[config.mk]
export PLATFORM = sky130hd
export DESIGN_NAME = gate_exerciser_flat
export DESIGN_NICKNAME = d
export VERILOG_FILES = /design/src/rtl/gate_exerciser_if.sv /design/src/rtl/gate_exerciser.sv /design/src/flat_wrapper.sv
export SDC_FILE = /design/constraint.sdc
export NUM_CORES = 1
export LEC_CHECK = 0
export CAP_MARGIN = 20
export CORE_UTILIZATION = 50
export CTS_CLUSTER_DIAMETER = 40
export DETAILED_ROUTE_END_ITERATION = 16
export DONT_BUFFER_PORTS = 1
export PLACE_DENSITY = 0.74
export SLEW_MARGIN = 40
export SYNTH_ARGS = -nofsm -noshare
export SYNTH_HDL_FRONTEND = slang
export SYNTH_SLANG_ARGS = --single-unit
[constraint.sdc]
create_clock -name clk -period 2.46 [get_ports clk]
set_input_delay 0.492 -clock clk [delete_from_list [all_inputs] [get_ports clk]]
set_output_delay 0.492 -clock clk [all_outputs]
set_load 0.01 [all_outputs]
[src/rtl/gate_exerciser_if.sv]
// gate_exerciser_if
// Groups the start/result handshake between the surrounding test logic and
// the gate exerciser.
//   start      test logic -> exerciser : launch a run (sampled only when idle)
//   gate_res   gate block -> exerciser : seven gate outputs
//                                        (0=AND 1=OR 2=NOT 3=NAND 4=NOR 5=XOR 6=XNOR)
//   a, b       exerciser -> gate block : registered gate inputs
//   busy/done  exerciser -> test logic : run in progress / one-cycle end pulse
//   pass, fail_mask, vec_fail, err_cnt : run status, held until next start
// Modports: master = test-logic side, slave = exerciser side.
interface gate_exerciser_if;
  logic       start;
  logic [6:0] gate_res;
  logic       a;
  logic       b;
  logic       busy;
  logic       done;
  logic       pass;
  logic [6:0] fail_mask;
  logic [3:0] vec_fail;
  logic [2:0] err_cnt;

  modport master (
    output start, gate_res,
    input  a, b, busy, done, pass, fail_mask, vec_fail, err_cnt
  );

  modport slave (
    input  start, gate_res,
    output a, b, busy, done, pass, fail_mask, vec_fail, err_cnt
  );
endinterface

[src/rtl/gate_exerciser.sv]
// gate_exerciser
// Walks a two-input gate block through {a,b} = 00,01,10,11, waits
// SETTLE_CYCLES after each change, samples the seven gate outputs and
// compares them with the golden truth table. Reports a sticky per-gate
// failure mask, the failing vectors, a mismatch count and pass/done.
// Ports:
//   clk    rising-edge clock
//   rst_n  asynchronous active-low reset
//   bus    gate_exerciser_if.slave (start, gate_res in; a, b, busy, done,
//          pass, fail_mask, vec_fail, err_cnt out)
module gate_exerciser #(
  parameter int unsigned SETTLE_CYCLES = 2  // legal range 1..15
) (
  input  logic             clk,
  input  logic             rst_n,
  gate_exerciser_if.slave  bus
);

  typedef enum logic [1:0] {
    IDLE   = 2'd0,
    SETTLE = 2'd1,
    CHECK  = 2'd2,
    DONE   = 2'd3
  } state_t;

  localparam logic [3:0] CNT_LAST = 4'(SETTLE_CYCLES - 1);

  state_t     state_q, state_d;
  logic [1:0] vec_q, vec_d;
  logic [3:0] cnt_q, cnt_d;
  logic [6:0] fail_mask_q, fail_mask_d;
  logic [3:0] vec_fail_q, vec_fail_d;
  logic [2:0] err_cnt_q, err_cnt_d;
  logic       pass_q, pass_d;
  logic [6:0] diff;

  function automatic logic [6:0] golden(input logic [1:0] v);
    case (v)
      2'd0:    golden = 7'h5C;
      2'd1:    golden = 7'h2E;
      2'd2:    golden = 7'h2A;
      default: golden = 7'h43;
    endcase
  endfunction

  assign diff = bus.gate_res ^ golden(vec_q);

  always_ff @(posedge clk or negedge rst_n) begin
    if (!rst_n) begin
      state_q     <= IDLE;
      vec_q       <= '0;
      cnt_q       <= '0;
      fail_mask_q <= '0;
      vec_fail_q  <= '0;
      err_cnt_q   <= '0;
      pass_q      <= 1'b0;
    end else begin
      state_q     <= state_d;
      vec_q       <= vec_d;
      cnt_q       <= cnt_d;
      fail_mask_q <= fail_mask_d;
      vec_fail_q  <= vec_fail_d;
      err_cnt_q   <= err_cnt_d;
      pass_q      <= pass_d;
    end
  end

  always_comb begin
    state_d     = state_q;
    vec_d       = vec_q;
    cnt_d       = cnt_q;
    fail_mask_d = fail_mask_q;
    vec_fail_d  = vec_fail_q;
    err_cnt_d   = err_cnt_q;
    pass_d      = pass_q;

    case (state_q)
      IDLE: begin
        if (bus.start) begin
          vec_d       = '0;
          cnt_d       = '0;
          fail_mask_d = '0;
          vec_fail_d  = '0;
          err_cnt_d   = '0;
          pass_d      = 1'b0;
          state_d     = SETTLE;
        end
      end
      SETTLE: begin
        cnt_d = cnt_q + 4'd1;
        if (cnt_q == CNT_LAST) begin
          state_d = CHECK;
        end
      end
      CHECK: begin
        fail_mask_d = fail_mask_q | diff;
        if (diff != '0) begin
          vec_fail_d[vec_q] = 1'b1;
          err_cnt_d         = err_cnt_q + 3'd1;
        end
        if (vec_q == 2'd3) begin
          // pass is registered on entry to DONE so it is valid alongside done.
          pass_d  = (fail_mask_d == '0);
          state_d = DONE;
        end else begin
          vec_d   = vec_q + 2'd1;
          cnt_d   = '0;
          state_d = SETTLE;
        end
      end
      DONE: begin
        state_d = IDLE;
      end
      default: begin
        state_d = IDLE;
      end
    endcase
  end

  // {a,b} always equals the vector index, so the index register drives them.
  assign bus.a         = vec_q[1];
  assign bus.b         = vec_q[0];
  assign bus.busy      = (state_q == SETTLE) || (state_q == CHECK);
  assign bus.done      = (state_q == DONE);
  assign bus.pass      = pass_q;
  assign bus.fail_mask = fail_mask_q;
  assign bus.vec_fail  = vec_fail_q;
  assign bus.err_cnt   = err_cnt_q;

endmodule

[src/flat_wrapper.sv]
// flat-port wrapper written by rule: the top's interface ports become plain ports
module gate_exerciser_flat 
#(
  parameter int unsigned SETTLE_CYCLES = 2                      
)
  (clk, rst_n, bus_start, bus_gate_res, bus_a, bus_b, bus_busy, bus_done, bus_pass, bus_fail_mask, bus_vec_fail, bus_err_cnt);
  gate_exerciser_if bus_i ();
  input  logic clk;
  input  logic rst_n;
  input wire logic [$bits(bus_i.start)-1:0] bus_start;
  input wire logic [$bits(bus_i.gate_res)-1:0] bus_gate_res;
  output wire logic [$bits(bus_i.a)-1:0] bus_a;
  output wire logic [$bits(bus_i.b)-1:0] bus_b;
  output wire logic [$bits(bus_i.busy)-1:0] bus_busy;
  output wire logic [$bits(bus_i.done)-1:0] bus_done;
  output wire logic [$bits(bus_i.pass)-1:0] bus_pass;
  output wire logic [$bits(bus_i.fail_mask)-1:0] bus_fail_mask;
  output wire logic [$bits(bus_i.vec_fail)-1:0] bus_vec_fail;
  output wire logic [$bits(bus_i.err_cnt)-1:0] bus_err_cnt;
  assign bus_i.start = bus_start;
  assign bus_i.gate_res = bus_gate_res;
  assign bus_a = bus_i.a;
  assign bus_b = bus_i.b;
  assign bus_busy = bus_i.busy;
  assign bus_done = bus_i.done;
  assign bus_pass = bus_i.pass;
  assign bus_fail_mask = bus_i.fail_mask;
  assign bus_vec_fail = bus_i.vec_fail;
  assign bus_err_cnt = bus_i.err_cnt;
  gate_exerciser #(.SETTLE_CYCLES(SETTLE_CYCLES)) u_core (.clk(clk), .rst_n(rst_n), .bus(bus_i));
endmodule
Yosys cells after proc, flatten, opt, wreduce, memory -nomap -nowiden
Index checks and enable logic that the tools add are counted.
{"block": "classes", "addsub": 3, "magnitude_cmp": 2, "n_eq_ne": 12, "muxes": 23, "bitwise": 3, "reduce_logical": 14}
{"operator": "$pmux 7 s3", "count": 1}
{"operator": "$pmux 7 s2", "count": 1}
{"operator": "$mux 4", "count": 3}
{"operator": "$pmux 4 s3", "count": 1}
{"operator": "$reduce_and 3->1", "count": 4}
{"operator": "$mux 2", "count": 5}
{"operator": "$eq 2x2->1 const B", "count": 4}
{"operator": "$pmux 2 s4", "count": 1}
{"operator": "$pmux 4 s2", "count": 1}
{"operator": "$logic_not 7->1", "count": 1}
{"operator": "$mux 7", "count": 1}
{"operator": "$or 7x7->7", "count": 1}
{"operator": "$reduce_bool 7->1", "count": 1}
{"operator": "$xor 7x7->7", "count": 1}
{"operator": "$mux 3", "count": 2}
{"operator": "$ne 2x1->1 const B", "count": 3}
{"operator": "$pmux 3 s2", "count": 1}
{"operator": "$add 4x1->4 const B", "count": 1}
{"operator": "$eq 2x1->1 const B", "count": 2}
{"operator": "$eq 4x1->1 const B", "count": 1}
{"operator": "$logic_not 2->1", "count": 2}
{"operator": "$ne 2x2->1 const B", "count": 2}
{"operator": "$or 4x4->4", "count": 1}
{"operator": "$pmux 2 s2", "count": 1}
{"operator": "12 further kinds", "count": 15}
{"block": "totals", "regBits": 23, "input_bits": 10}

Longest topological paths before layout
Gate-level depths: netlist of run 1.
{"block": "depth", "depth_word": 7, "mapped_depth": 7, "mapped_depth_nobuf": 7}

Least setup slack after synthesis of run 1
No wires, ideal clock.
{"block": "synth_path", "path_kind": "register to register", "startpoint": "register u_core.vec_q[0]", "endpoint": "register u_core.err_cnt_q[2], in the netlist u_core.bus.err_cnt[2]", "setup_ps": 124, "arrival_time_ps": 2001, "t_required_ps": 2336, "path_slack_ps": 335, "stages_incl_launch_ff": 8, "n_path_buf": 0, "cell_sequence": "dfrtp_1 > inv_1 > ha_1 > or4_1 > o21ai_1 > o2111a_2 > nor3_1 > a211o_1"}
{"block": "synth_via", "elab_chain_len": 6}
{"item": "start, declared", "line": "gate_exerciser.sv:29", "rtl": "logic [1:0] vec_q, vec_d;"}
{"item": "start signal, assigned", "line": "gate_exerciser.sv:59", "rtl": "vec_q <= vec_d;"}
{"item": "$eq 2x2->1 (tied with other cells)", "line": "gate_exerciser.sv:38", "rtl": "case (v)"}
{"item": "$pmux 7 s3 (*)", "line": "gate_exerciser.sv:38"}
{"item": "$xor 7x7->7 (*)", "line": "gate_exerciser.sv:46", "rtl": "assign diff = bus.gate_res ^ golden(vec_q);"}
{"item": "$reduce_bool 7->1 (*)", "line": "gate_exerciser.sv:97", "rtl": "if (diff != '0) begin"}
{"item": "$ne 2x1->1 (no line) (*)"}
{"item": "$reduce_and 3->1 (no line) (*)"}
{"item": "end signal, assigned", "line": "gate_exerciser.sv:63", "rtl": "err_cnt_q <= err_cnt_d;"}
{"item": "end, declared", "line": "gate_exerciser.sv:33", "rtl": "logic [2:0] err_cnt_q, err_cnt_d;"}
Every way passes the cells marked *; elsewhere a longest branch is shown, timed or not.
A chain may end at the register's enable or synchronous reset.

Final worst setup path of run 1
Same ends and word-level chain as after synthesis.

==> impl_metrics.yaml, run 1 <==
clock_network:
  clock_path_buffers: 2
  cts-root-buf: "clkbuf_4"
  clock_latency_ns: 0.31
  h-tree-depth: 1
  cts_resized: 0
  cts.clk_slew.worst_paths_ns: 0.13
  cts_tree: "built"
  numCtsBuffers: 3
  cts_sinks: 23
route:
  num_vias: 1084
  vias_per_cell: 5.859
  ant_nets: 0
  drt_iter0_drc: 42
  wl_per_cell_microns: 15.91
  drtPass1Iterations: 4
  finalWirelength_microns: 2944
  drc: 0
synthesis:
  synth_ff_type: "dfrtp_1"
  ys_ff_latch: 23
  synth_common_cells: "23 x dfrtp_1, 17 x a21oi_1, 14 x nor2_1, 14 x o21ai_0, 13 x ha_1"
  async_flop_share_pct: 100.0
  yosysMostFrequentCell: "dfrtp_1"
  synth.distinct_cells: 33
  synth_top_cell_area_share_pct: 42.44
  avgSynthCellArea_sq_um: 9.164
  synth_area_leaders: "dfrtp_1 42%, ha_1 12%, a21oi_1 6.3%"
  yosysWarnings: 0
  yosysTopAreaCell: "dfrtp_1"
  synth_area_sq_um: 1356
  synth_edf_count: 0
  syn_inst: 148
  synth.net_count: 171
  seq_area_frac_synth_pct: 42.44
floorplanning:
  initial_utilization_pct: 53.77
  ioPinCount: 29
  die_area_sq_um: 2925
  core_sq_um: 2522
  die_w_microns: 54.08
  die_height_microns: 54.08
  row_count: 18
global_route:
  grt_pass1_vias: 1031
  grt_overflow: 0
  grt_max_degree: 24
  grt_pass1_wl_microns: 4519
  antenna_found_initial: 0
  gr-usage-all-layers_pct: 21.81
power:
  p_leak_nw: 0.6686
  peakVddDrop_uv: 788.8
  p_per_area_nw_per_um2: 1228
  swShare_pct: 46.52
  power_frac_clock_pct: 9.9
  switchingPower_uw: 829.5
  intPower_uw: 953.5
  comb_power_share_pct: 51.3
  p_seq_share_pct: 38.8
timing:
  post-route-period-util_pct: 88.95
  fmax_ghz: 0.4570
  tightest_slew_ns: 0.5804
  slew_violations: 0
  fin_ws_ns: 0.2718
  fin_setup_tns_ns: 0
  hold_viol: 0
  rsz0062_at_grt: "no"
  maxSlewHeadroom_pct: 60.90
  period_minus_slack_ns: 2.188
  setup_viol: 0
  clock_skew_ns: 0.003070
worst_setup_path:
  cp_data_required_time_ns: 2.67
  crit_fanout: 8
  rr_worst_depth: 7
  arrival_ns: 2.40
  worstSetupPathType: "reg2reg"
  setup.worst_path.end_class: "flip-flop"
  critPathLaunchType: "flip-flop"
cells_and_area:
  syn2layout_area_growth_pct: 7.011
  num_antenna_cells: 0
  fin_area_sq_um: 1451
  post-route-util_pct: 57.54
  fin_nets: 179
  final_cell_count_no_fill: 185
  drive_gt1_share_pct: 9.677
place:
  dpl_cell_area_sq_um: 1420
  port_buffers: 0
  dp_slack_ns: 0.3159
  dp.cells: 180
  gp_congestion: 0.7771
  dpl.hpwl_microns: 2213
flow_run:
  drv_cap: 0
outcome:
  status: "complete, no violations"
hold_path:
  min_path_type: "in2async"
==> power by group through the flow <==
stage,Sequential (mW),Clock (mW),Combinational (mW)
final,0.692,0.176,0.914
after global routing,0.718,0.195,1.03
after CTS,0.693,0.184,0.915
after detailed placement,0.701,0,0.902
after global placement,0.694,0,0.860
after floorplan,0.674,0,0.687
==> final timing paths <==
path	slack (ns)	startpoint	end
max	0.27	u_core.vec_q[0]	u_core.bus.err_cnt[2]
min	0.14	rst_n	u_core.vec_q[1]
max reg2reg	0.27	u_core.vec_q[0]	u_core.bus.err_cnt[2]
min reg2reg	0.51	u_core.cnt_q[3]	u_core.cnt_q[3]
max in group asynchronous	1.97	rst_n	u_core.bus.fail_mask[1]
min in group clk	0.48	bus_gate_res[2]	u_core.bus.fail_mask[2]
==> metrics by stage <==
step | power [mW] | hold slack (ns)
final | 1.783 | 0.1429
after global routing | 1.938 | 0.1764
after CTS | 1.792 | 0.4531
after detailed placement | 1.603 | 0.1969
after global placement | 1.554 | 0.1969
after floorplan | 1.361 | 0.1964
==> logic make-up (layout without fill, tap and decap cells) <==
kind of cell             after synthesis  after routing  share of synthesized area [%]
AO/OA/AOI/OAI                         41             41                          17.71
XOR/XNOR                               7              7                          4.520
adder cells (fa/ha/maj)               13             13                          11.99
buffers and inverters                 12             19                          3.321
flip-flops                            23             23                          42.44
multiplexers                           2              2                          1.568
AND/OR/NAND/NOR                       50             50                          18.45
==> area by class of cell <==
type                            instances  area [sq um]
Clock buffer                            4         26.28
Fill cell                             234          1071
Inverter                                9         33.78
Multi-Input combinational cell        113         735.7
Sequential cell                        23         575.6
Tap cell                               30         37.54
Timing Repair Buffer                    6         42.54
==> worst max-delay path, stage by stage (launching register included) <==
cell and delay (ns):
dfrtp_1 0.45, inv_1 0.11, ha_1 0.28, or4_1 0.53
o21ai_1 0.09, o2111a_2 0.29, nor3_1 0.08, a211o_1 0.26
==> registers in the layout (all words and copies together) (netlist names) <==
name	cells
u_core.bus.err_cnt	3
u_core.bus.fail_mask	7
u_core.bus.pass	1
u_core.bus.vec_fail	4
u_core.cnt_q	4
u_core.state_q	2
u_core.vec_q	2
==> routing by layer <==
metal / GRT usage (%) / part of all wire [%] / vias up
li1: - / - / 531
met1: 27.19 / 43 / 522
met2: 37.86 / 51 / 29
met3: 2.825 / 4.5 / 2
met4: 8.547 / 0.68 / 0
met5: 0 / 0 / -
==> repair_timing <==
action / in CTS / in global routing
hold endpoints to repair: 23 / 0
hold buffers: 1 / 0
buffers inserted: 0 / 0
==> cells in the final DEF (no fill, tap or decap), types with 2 or more instances in the layout <==
master	Yosys	layout
nor3b_1	2	2
buf_4	0	5
nor2_1	14	14
o21ai_0	14	14
nand3_1	8	8
dfrtp_1	23	23
xor2_1	4	4
nor3_1	4	4
inv_1	9	9
o31ai_1	2	2
nand2b_1	2	2
nand2_1	12	12
clkbuf_4	0	3
xnor2_1	3	3
a21oi_1	17	17
ha_1	13	13
Note: power is estimated with default switching activity, not from simulation.
==> run 2, diff against run 1 <==
- CELL_PAD_IN_SITES_DETAIL_PLACEMENT: not set -> 1
- CELL_PAD_IN_SITES_GLOBAL_PLACEMENT: not set -> 1
- CORE_UTILIZATION: 50 -> 46
- PLACE_DENSITY: 0.74 -> 0.86
==> run 2 against run 1 <==
Global-route usage is 0.92 points higher. Register-to-register slack worse by 0.07 ns. Via count increased by 2.2%. Clock-buffer cell count did not move. Non-clock buffer count shrank 1. Critical path depth stayed put. Clock power barely moved. Maximum frequency down 2.9%. Cell count stayed put. Largest cell class unchanged. Largest power group unchanged.
==> impl_metrics.yaml, run 2 (same netlist as run 1, synthesis figures left out) <==
outcome:
  status: "complete, no violations"
worst_setup_path:
  cp_data_required_time_ns: 2.69
  setup.worst_path.end_class: "flip-flop"
  critPathLaunchType: "flip-flop"
  arrival_ns: 2.48
  path_cells: "inv_1 > ha_1 > or4_1 > o21ai_1 > o2111a_2 > nor3_1 > a211o_1"
  max_stage_delay_ns: 0.56
  cp_slowest_cell: "or4_1"
  crit_fanout: 8
  worstSetupPathType: "reg2reg"
timing:
  maxSlewHeadroom_pct: 55.39
  slew_violations: 0
  clock_skew_ns: 0.01816
  hold_viol: 0
  setup_viol: 0
  rsz0062_at_grt: "no"
  post-route-period-util_pct: 91.64
  fin_setup_tns_ns: 0
  period_minus_slack_ns: 2.254
  fmax_ghz: 0.4436
  tightest_slew_ns: 0.6622
floorplanning:
  die_height_microns: 56.30
  core_sq_um: 2781
  ioPinCount: 29
  row_count: 19
  die_w_microns: 56.30
  initial_utilization_pct: 48.76
  die_area_sq_um: 3170
route:
  ant_nets: 0
  vias_per_cell: 5.989
  drc: 0
  drtPass1Iterations: 4
  wl_per_cell_microns: 17.55
  num_vias: 1108
  finalWirelength_microns: 3247
  drt_iter0_drc: 41
cells_and_area:
  mostFrequentLayoutCells: "22 x dfrtp_1, 17 x a21oi_1, 14 x nor2_1, 14 x o21ai_0, 13 x ha_1"
  post-route-util_pct: 52.00
  final_cell_count_no_fill: 185
  fin_nets: 178
  final_common_cell: "dfrtp_1"
  drive_gt1_share_pct: 9.740
  num_antenna_cells: 0
  syn2layout_area_growth_pct: 6.642
  fin_area_sq_um: 1446
  largest_reg_flops: 7
place:
  dp.cells: 180
  dpl_cell_area_sq_um: 1414
  dpl.hpwl_microns: 2526
  port_buffers: 0
  gp_congestion: 0.8735
power:
  peakVddDrop_uv: 685.6
  fin_total_pwr_mw: 1.800
  p_per_area_nw_per_um2: 1245
  p_leak_nw: 0.6618
clock_network:
  post_cts_buffers: 0
  cts.clk_slew.worst_paths_ns: 0.14
  cts_tree: "built"
  numCtsBuffers: 3
  cts-root-buf: "clkbuf_4"
  clock_path_buffers: 2
  clock_latency_ns: 0.32
  h-tree-depth: 1
  cts_sinks: 23
global_route:
  grt_pass1_vias: 1185
  grt_overflow: 0
  antenna_found_initial: 0
  grt_pass1_wl_microns: 5575
  gr-usage-all-layers_pct: 22.73
  grt_max_degree: 24
hold_path:
  min_path_type: "in2async"
flow_run:
  drv_cap: 0
==> run 2: repair_timing <==
| item | CTS | global route |
|---|---|---|
| hold endpoints to repair | 23 | 0 |
| hold buffers | 1 | 0 |
| gates resized for setup | 0 | 1 |
| setup endpoints to repair | 0 | 1 |
==> run 2: per-layer routing <==
| layer | vias to the layer above | track usage [%] | wire, microns |
|---|---|---|---|
| met2 | 18 | 42.01 | 1777 |
| met1 | 557 | 27.10 | 1337 |
| met3 | 7 | 3.456 | 88 |
| met5 | - | 0 | 0 |
| li1 | 526 | - | - |
| met4 | 0 | 6.620 | 45 |
==> run 2: final timing paths <==
check	startpoint	endpoint	slack, ns	cells after the start
setup / recovery	u_core.vec_q[0]	u_core.bus.err_cnt[2]	0.21	7
hold / removal	rst_n	u_core.bus.vec_fail[1]	0.12	1
setup reg to reg	u_core.vec_q[0]	u_core.bus.err_cnt[2]	0.21	7
hold reg to reg	u_core.cnt_q[3]	u_core.cnt_q[3]	0.50	1
max in group asynchronous	rst_n	u_core.vec_q[1]	1.96	1
min in group clk	bus_gate_res[5]	u_core.bus.fail_mask[5]	0.45	3
==> run 2: report_power, final <==
group | leakage [nW] | switching (mW) | internal, mW
Clock | 0.0150 | 0.116 | 0.0634
Combinational | 0.347 | 0.550 | 0.373
Sequential | 0.300 | 0.185 | 0.514
==> run 2: final cells by class <==
type                       count  area [sq um]
sequential                    23         576.8
multi-input combinational    113         735.7
clock buffer                   4         26.28
fill                         320          1335
timing repair buffer           5         35.03
tap                           31         38.79
inverter                       9         33.78
==> run 2: through the flow <==
step | setup slack [ns] | hold WS (ns)
floorplan | 0.3351 | 0.1964
global placement | 0.2620 | 0.1969
detailed placement | 0.1392 | 0.1969
finish | 0.2056 | 0.1238
CTS | 0.1090 | 0.4386
global route | 0.07228 | 0.1619
==> run 2: critical path: cells and delay by family (launching register included) <==
| kind | cells | cell delay (ns) |
|---|---|---|
| AOI/OAI and AO/OA | 3 | 0.65 |
| and+or+nand+nor | 2 | 0.64 |
| DFF | 1 | 0.45 |
| adders and majority gates | 1 | 0.29 |
| buffers and inverters | 1 | 0.11 |
==> run 3, diff against run 2 <==
- GPL_ROUTABILITY_DRIVEN: not set -> 1
==> results of run 3 <==
Final layout, timing and power as in run 2 (identical DEF).
